--- src/rtl/apb_uart_pkg.sv ---
// Shared state type, default widths and a small index-width helper for the APB request arbiter.
package apb_uart_pkg;

   localparam int unsigned APB_AW   = 12;
   localparam int unsigned APB_DW   = 32;
   localparam int unsigned APB_NREQ = 4;

   typedef enum logic [1:0] {
      IDLE   = 2'd0,
      SETUP  = 2'd1,
      ACCESS = 2'd2
   } apb_mst_state_t;

   function automatic int unsigned idx_w(input int unsigned n);
      return (n > 1) ? $clog2(n) : 1;
   endfunction

endpackage

--- src/rtl/rr_arbiter.sv ---
// Combinational round-robin pick: first set request bit searching upward from last_gnt+1 mod N.
module rr_arbiter
   import apb_uart_pkg::*;
#(
   parameter int unsigned  N  = APB_NREQ,
   localparam int unsigned IW = idx_w(N)
) (
   input  logic [N-1:0]  req,
   input  logic [IW-1:0] last_gnt,
   input  logic          enable,
   output logic [N-1:0]  gnt,
   output logic [IW-1:0] gnt_idx
);

   logic [IW-1:0] cand;
   logic          found;

   always_comb begin
      gnt     = '0;
      gnt_idx = '0;
      found   = 1'b0;
      cand    = '0;
      for (int unsigned k = 1; k <= N; k++) begin
         cand = IW'((32'(last_gnt) + k) % N);
         if (enable && !found && req[cand]) begin
            found        = 1'b1;
            gnt[cand]    = 1'b1;
            gnt_idx      = cand;
         end
      end
   end

endmodule

--- src/rtl/apb_req_arbiter.sv ---
// Round-robin APB master sharing one port among NREQ requesters.
// Define APB_TIMEOUT_EN to end a stalled ACCESS after TIMEOUT_CYC cycles with an error.
module apb_req_arbiter
   import apb_uart_pkg::*;
#(
   parameter int unsigned  NREQ        = APB_NREQ,
   parameter int unsigned  AW          = APB_AW,
   parameter int unsigned  DW          = APB_DW,
   parameter int unsigned  TIMEOUT_CYC = 16,
   localparam int unsigned IW          = idx_w(NREQ)
) (
   input  logic               pclk,
   input  logic               preset,
   input  logic [NREQ-1:0]    req,
   input  logic [NREQ-1:0]    req_write,
   input  logic [NREQ*AW-1:0] req_addr,
   input  logic [NREQ*DW-1:0] req_wdata,
   input  logic [NREQ*4-1:0]  req_strb,
   output logic [NREQ-1:0]    done,
   output logic [DW-1:0]      rsp_rdata,
   output logic               rsp_err,
   output logic               psel,
   output logic               penable,
   output logic               pwrite,
   output logic [AW-1:0]      paddr,
   output logic [DW-1:0]      pwdata,
   output logic [3:0]         pstrb,
   input  logic               pready,
   input  logic [DW-1:0]      prdata,
   input  logic               pslverr
);

   apb_mst_state_t  state_q;
   logic [IW-1:0]   last_gnt_q;
   logic [NREQ-1:0] cur_oh;
   logic [NREQ-1:0] arb_req;
   logic [NREQ-1:0] arb_gnt;
   logic [IW-1:0]   arb_idx;
   logic            arb_en;
   logic            arb_hit;
   logic            xfer_end;
   logic            timed_out;

   assign cur_oh = NREQ'(1) << last_gnt_q;

   // The completing grantee, and a requester just given done, sit out the next pick.
   assign arb_req  = req & ~((state_q == ACCESS) ? cur_oh : done);
   assign xfer_end = pready || timed_out;
   assign arb_en   = (state_q == IDLE) || ((state_q == ACCESS) && xfer_end);
   assign arb_hit  = |arb_gnt;

   rr_arbiter #(
      .N (NREQ)
   ) u_rr (
      .req      (arb_req),
      .last_gnt (last_gnt_q),
      .enable   (arb_en),
      .gnt      (arb_gnt),
      .gnt_idx  (arb_idx)
   );

`ifdef APB_TIMEOUT_EN
   localparam int unsigned CW = $clog2(TIMEOUT_CYC + 1);
   logic [CW-1:0] tcnt_q;

   assign timed_out = (state_q == ACCESS) && !pready && (tcnt_q == CW'(TIMEOUT_CYC - 1));

   always_ff @(posedge pclk) begin
      if (preset || (state_q != ACCESS)) begin
         tcnt_q <= '0;
      end else if (!pready) begin
         tcnt_q <= tcnt_q + CW'(1);
      end
   end
`else
   logic unused_timeout;
   assign timed_out      = 1'b0;
   assign unused_timeout = ^TIMEOUT_CYC;
`endif

   always_ff @(posedge pclk) begin
      if (preset) begin
         state_q    <= IDLE;
         last_gnt_q <= IW'(NREQ - 1);
         psel       <= 1'b0;
         penable    <= 1'b0;
         pwrite     <= 1'b0;
         paddr      <= '0;
         pwdata     <= '0;
         pstrb      <= '0;
         done       <= '0;
         rsp_rdata  <= '0;
         rsp_err    <= 1'b0;
      end else begin
         done      <= '0;
         rsp_rdata <= '0;
         rsp_err   <= 1'b0;
         unique case (state_q)
            IDLE: ;
            SETUP: begin
               state_q <= ACCESS;
               penable <= 1'b1;
            end
            ACCESS: begin
               if (xfer_end) begin
                  done      <= cur_oh;
                  rsp_err   <= timed_out | pslverr;
                  rsp_rdata <= (pready && !pwrite) ? prdata : '0;
                  state_q   <= IDLE;
                  psel      <= 1'b0;
                  penable   <= 1'b0;
               end
            end
            default: state_q <= IDLE;
         endcase
         // A new grant overrides the IDLE return, giving back-to-back SETUP.
         if (arb_hit) begin
            state_q    <= SETUP;
            psel       <= 1'b1;
            penable    <= 1'b0;
            last_gnt_q <= arb_idx;
            pwrite     <= req_write[arb_idx];
            paddr      <= req_addr[arb_idx*AW +: AW];
            pwdata     <= req_wdata[arb_idx*DW +: DW];
            pstrb      <= req_write[arb_idx] ? req_strb[arb_idx*4 +: 4] : 4'h0;
         end
      end
   end

endmodule

--- config.mk ---
export PLATFORM = sky130hd
export DESIGN_NAME = apb_req_arbiter
export DESIGN_NICKNAME = d
export VERILOG_FILES = /design/src/rtl/apb_uart_pkg.sv /design/src/rtl/rr_arbiter.sv /design/src/rtl/apb_req_arbiter.sv
export SDC_FILE = /design/constraint.sdc
export NUM_CORES = 1
export LEC_CHECK = 0
export CAP_MARGIN = 15
export CORE_MARGIN = 4
export CORE_UTILIZATION = 38
export DETAILED_ROUTE_END_ITERATION = 10
export GPL_TIMING_DRIVEN = 0
export MAX_ROUTING_LAYER = met4
export PLACE_DENSITY = 0.83
export SYNTH_ARGS = -nofsm -noshare
export SYNTH_HDL_FRONTEND = slang
export SYNTH_SLANG_ARGS = --single-unit
--- constraint.sdc ---
create_clock -name pclk -period 3.8 [get_ports pclk]
set_input_delay 0.38 -clock pclk [delete_from_list [all_inputs] [get_ports pclk]]
set_output_delay 0.38 -clock pclk [all_outputs]
set_load 0.02 [all_outputs]
==> results.json <==
{
  "routed_wl_um": 20600,
  "viasPerCell": 5.34,
  "setup_viol": 0,
  "dp_worst_setup_slack_ps": -333,
  "synth_area_leaders": "dfxtp_1 35%, mux2i_1 12%, and2_1 10%",
  "seq_area_sq_um": 1840,
  "fin_nets": 1095,
  "max-cap-violations": 0,
  "cts_num_sinks": 92,
  "antenna_left": 0,
  "flow.area_growth_from_synthesis_pct": 74.0,
  "multi_input_area_sq_um": 3090,
  "clk_pin_slew_ps": 70,
  "post_cts_buffers": 0,
  "grt_max_degree": 19,
  "grt_overflow": 0,
  "rows": 42,
  "setup.worst_path.class": "reg -> reg",
  "met2_length_um": 10700,
  "powerDensity_nw_per_um2": 766,
  "crit_path_cell_trace": "buf_4 -> clkinv_2 -> ha_1 -> nand3b_1 -> o211ai_1 -> mux4_2 -> o2111a_1 -> or4_4 -> buf_4 -> and2_1 -> nor4_2 -> a211o_1",
  "critical_path.endpoint_type": "register",
  "clock_latency_ps": 350,
  "slew_headroom_pct": 61.7,
  "finalHoldViolations": 0,
  "cts_inserted_buffers": 9,
  "maxSlewViolCount": 0,
  "die_x_um": 125,
  "ys_ff_latch": 92,
  "fin_area_sq_um": 9060,
  "first_global_vias": 5785,
  "leakagePower_nw": 3.49,
  "tightestPinTransition_ps": 575,
  "place_inst": 1016,
  "critical_path_required_ps": 4080,
  "rr_worst_depth": 12,
  "gp_congestion": 0.962,
  "utilization_pct": 67.8,
  "synth_warnings": 0,
  "drt-met1-wl_um": 8090,
  "grt_antenna_before_repair": 1,
  "vdd_drop_max_v": 0.000455,
  "syn_nets": 762,
  "firstDrtPassIters": 4,
  "r2r_slack_ps": 90,
  "status": "complete, no violations",
  "vias": 5520,
  "stdcell_count": 1033,
  "drt_iter0_markers": 294,
  "synth_edf_count": 0,
  "synthDistinctLibCells": 47,
  "clk_path_buf_depth": 2,
  "ios": 324,
  "synth-async-reset-ratio_pct": 0,
  "r2r_start": "last_gnt_q[0]$_SDFFE_PP1P_",
  "dpl.hpwl_um": 16600,
  "worstSetupStartpointType": "register",
  "critPathMostFrequentCell": "buf_4",
  "yosysTopAreaCell": "dfxtp_1",
  "finalCritPeriodShare_pct": 97.6,
  "top_layer": "met4",
  "synth_area_sq_um": 5200,
  "placed_cell_area_sq_um": 8650,
  "grt_pass1_wl_um": 31100,
  "cts_tree": "built",
  "fp.dieH_um": 125,
  "finalCriticalPeriod_ps": 3710,
  "synth_ff_type": "dfxtp_1",
  "whs_ps": 493,
  "finClkSkew_ps": 9.90,
  "min_path_type": "reg -> reg",
  "drc": 0,
  "core-area_sq_um": 13300,
  "die_area_sq_um": 15600,
  "cp_max_fo": 12,
  "min_from": "pstrb[1]$_SDFFE_PP0P_",
  "cts_max_level": 3,
  "syn_inst": 518,
  "fmax_mhz": 270,
  "arrival_ps": 3990,
  "nFillCells": 1071,
  "setup_tns_ps": 0,
  "cts_root_buffer": "clkbuf_16",
  "total_power_mw": 6.93,
  "grt_use_total_pct": 25.7,
  "routedWlPerCell_um": 20.0,
  "layout_setup_ws_ps": 92.4,
  "synth_top_area_share_pct": 35.4,
  "hold_depth": 1,
  "final_common_cell": "clkdlybuf4s50_1",
  "syn_avg_cell_area_sq_um": 10.0,
  "whs_endpoint": "pstrb[1]$_SDFFE_PP0P_",
  "met3_wirelength_um": 1250,
  "final_cell_mix": "322 x clkdlybuf4s50_1, 90 x dfxtp_1, 85 x and2_1, 58 x mux2i_1, 46 x o21bai_1",
  "start_util_pct": 39.0,
  "reg2reg_to": "pstrb[3]$_SDFFE_PP0P_",
  "yosysSeqAreaShare_pct": 35.4,
  "critPathSlowestCell": "mux4_2",
  "drive_above_1_share_pct": 11.2,
  "slowest_delay_ps": 580,
  "numPortBuffers": 322
}
flip-flops by register name (all words and copies together) (netlist names):
name / count
last_gnt_q: 2
pwdata: 32
rsp_err: 1
rsp_rdata: 32
pstrb: 4
pwrite: 1
done: 4
paddr: 12
psel: 1
penable: 1
state_q: 2
Yosys cell counts (2+ instances only):
library cell,count
nor3_1,2
o22ai_1,2
buf_4,7
o21ai_0,2
and2_1,85
a211o_1,5
inv_1,6
o21bai_1,46
mux4_2,3
buf_2,7
nor2_1,9
a221oi_1,35
mux2_2,3
ha_1,8
o211ai_1,3
o211a_1,3
mux2i_1,60
nand2b_1,4
nor4_1,10
a21oi_1,3
dfxtp_1,92
a211oi_1,36
a221oi_2,10
or2_2,3
o2111a_1,2
a211oi_2,10
nand3b_1,2
nor2b_1,6
nand3_1,2
nand2_1,6
clkbuf_1,26
buf_12,5
metal layers:
layer / vias up / global-route usage [%]
met5: - / -
met4: 0 / 9.38
met3: 41 / 5.50
met2: 245 / 44.6
met1: 2608 / 29.1
li1: 2626 / -
worst max path at each step:
stage	depth (start not counted)	to	slack, ps	start
after detailed placement	13	paddr[11]$_SDFFE_PP0P_	-330	last_gnt_q[0]$_SDFFE_PP1P_
after global routing	12	pstrb[3]$_SDFFE_PP0P_	-50	last_gnt_q[0]$_SDFFE_PP1P_
after floorplan	13	paddr[10]$_SDFFE_PP0P_	440	last_gnt_q[0]$_SDFFE_PP1P_
final	12	pstrb[3]$_SDFFE_PP0P_	90	last_gnt_q[0]$_SDFFE_PP1P_
after global placement	13	pwdata[25]$_SDFFE_PP0P_	-180	last_gnt_q[0]$_SDFFE_PP1P_
after CTS	13	pwdata[25]$_SDFFE_PP0P_	0.9	last_gnt_q[0]$_SDFFE_PP1P_
area by class of cell:
| class | count | area share [%] |
|---|---|---|
| Clock buffer | 9 | 2.49 |
| Antenna cell | 1 | 0.0276 |
| Inverter | 7 | 0.304 |
| Sequential cell | 92 | 20.4 |
| Clock inverter | 7 | 1.04 |
| Tap cell | 176 | 2.43 |
| Timing Repair Buffer | 322 | 35.6 |
| Multi-Input combinational cell | 370 | 34.1 |
| Buffer | 49 | 3.68 |
worst max-delay path, delay by kind of cell, from the launching register on:
kind | cells | cell delay (ps)
AND/OR/NAND/NOR | 4 | 1290
flip-flops | 1 | 390
buffers and inverters | 3 | 570
adder cells (fa/ha/maj) | 1 | 280
AO/OA/AOI/OAI | 3 | 550
multiplexers | 1 | 580
power by group:
| group | switching (mW) | internal [mW] |
|---|---|---|
| clock network | 0.435 | 0.529 |
| logic | 2.59 | 2.02 |
| registers | 0.152 | 1.21 |
what timing repair did:
action,CTS,global route
hold buffers,0,0
pin swaps,0,0
hold endpoints to repair,0,0
endpoints found under the setup margin,48,51
resized for setup,7,29
logic make-up (layout without fill, tap and decap cells):
kind of cell | count (synthesis) | count (layout) | share of synthesized area, %
AOI/OAI and AO/OA | 163 | 163 | 27.1
adders and majority gates | 8 | 8 | 1.92
buffers and inverters | 56 | 394 | 6.73
DFF | 92 | 92 | 35.4
muxes | 66 | 66 | 13.5
other | 0 | 1 | 0
and+or+nand+nor | 133 | 133 | 15.3
(Power assumes the default switching activity.)
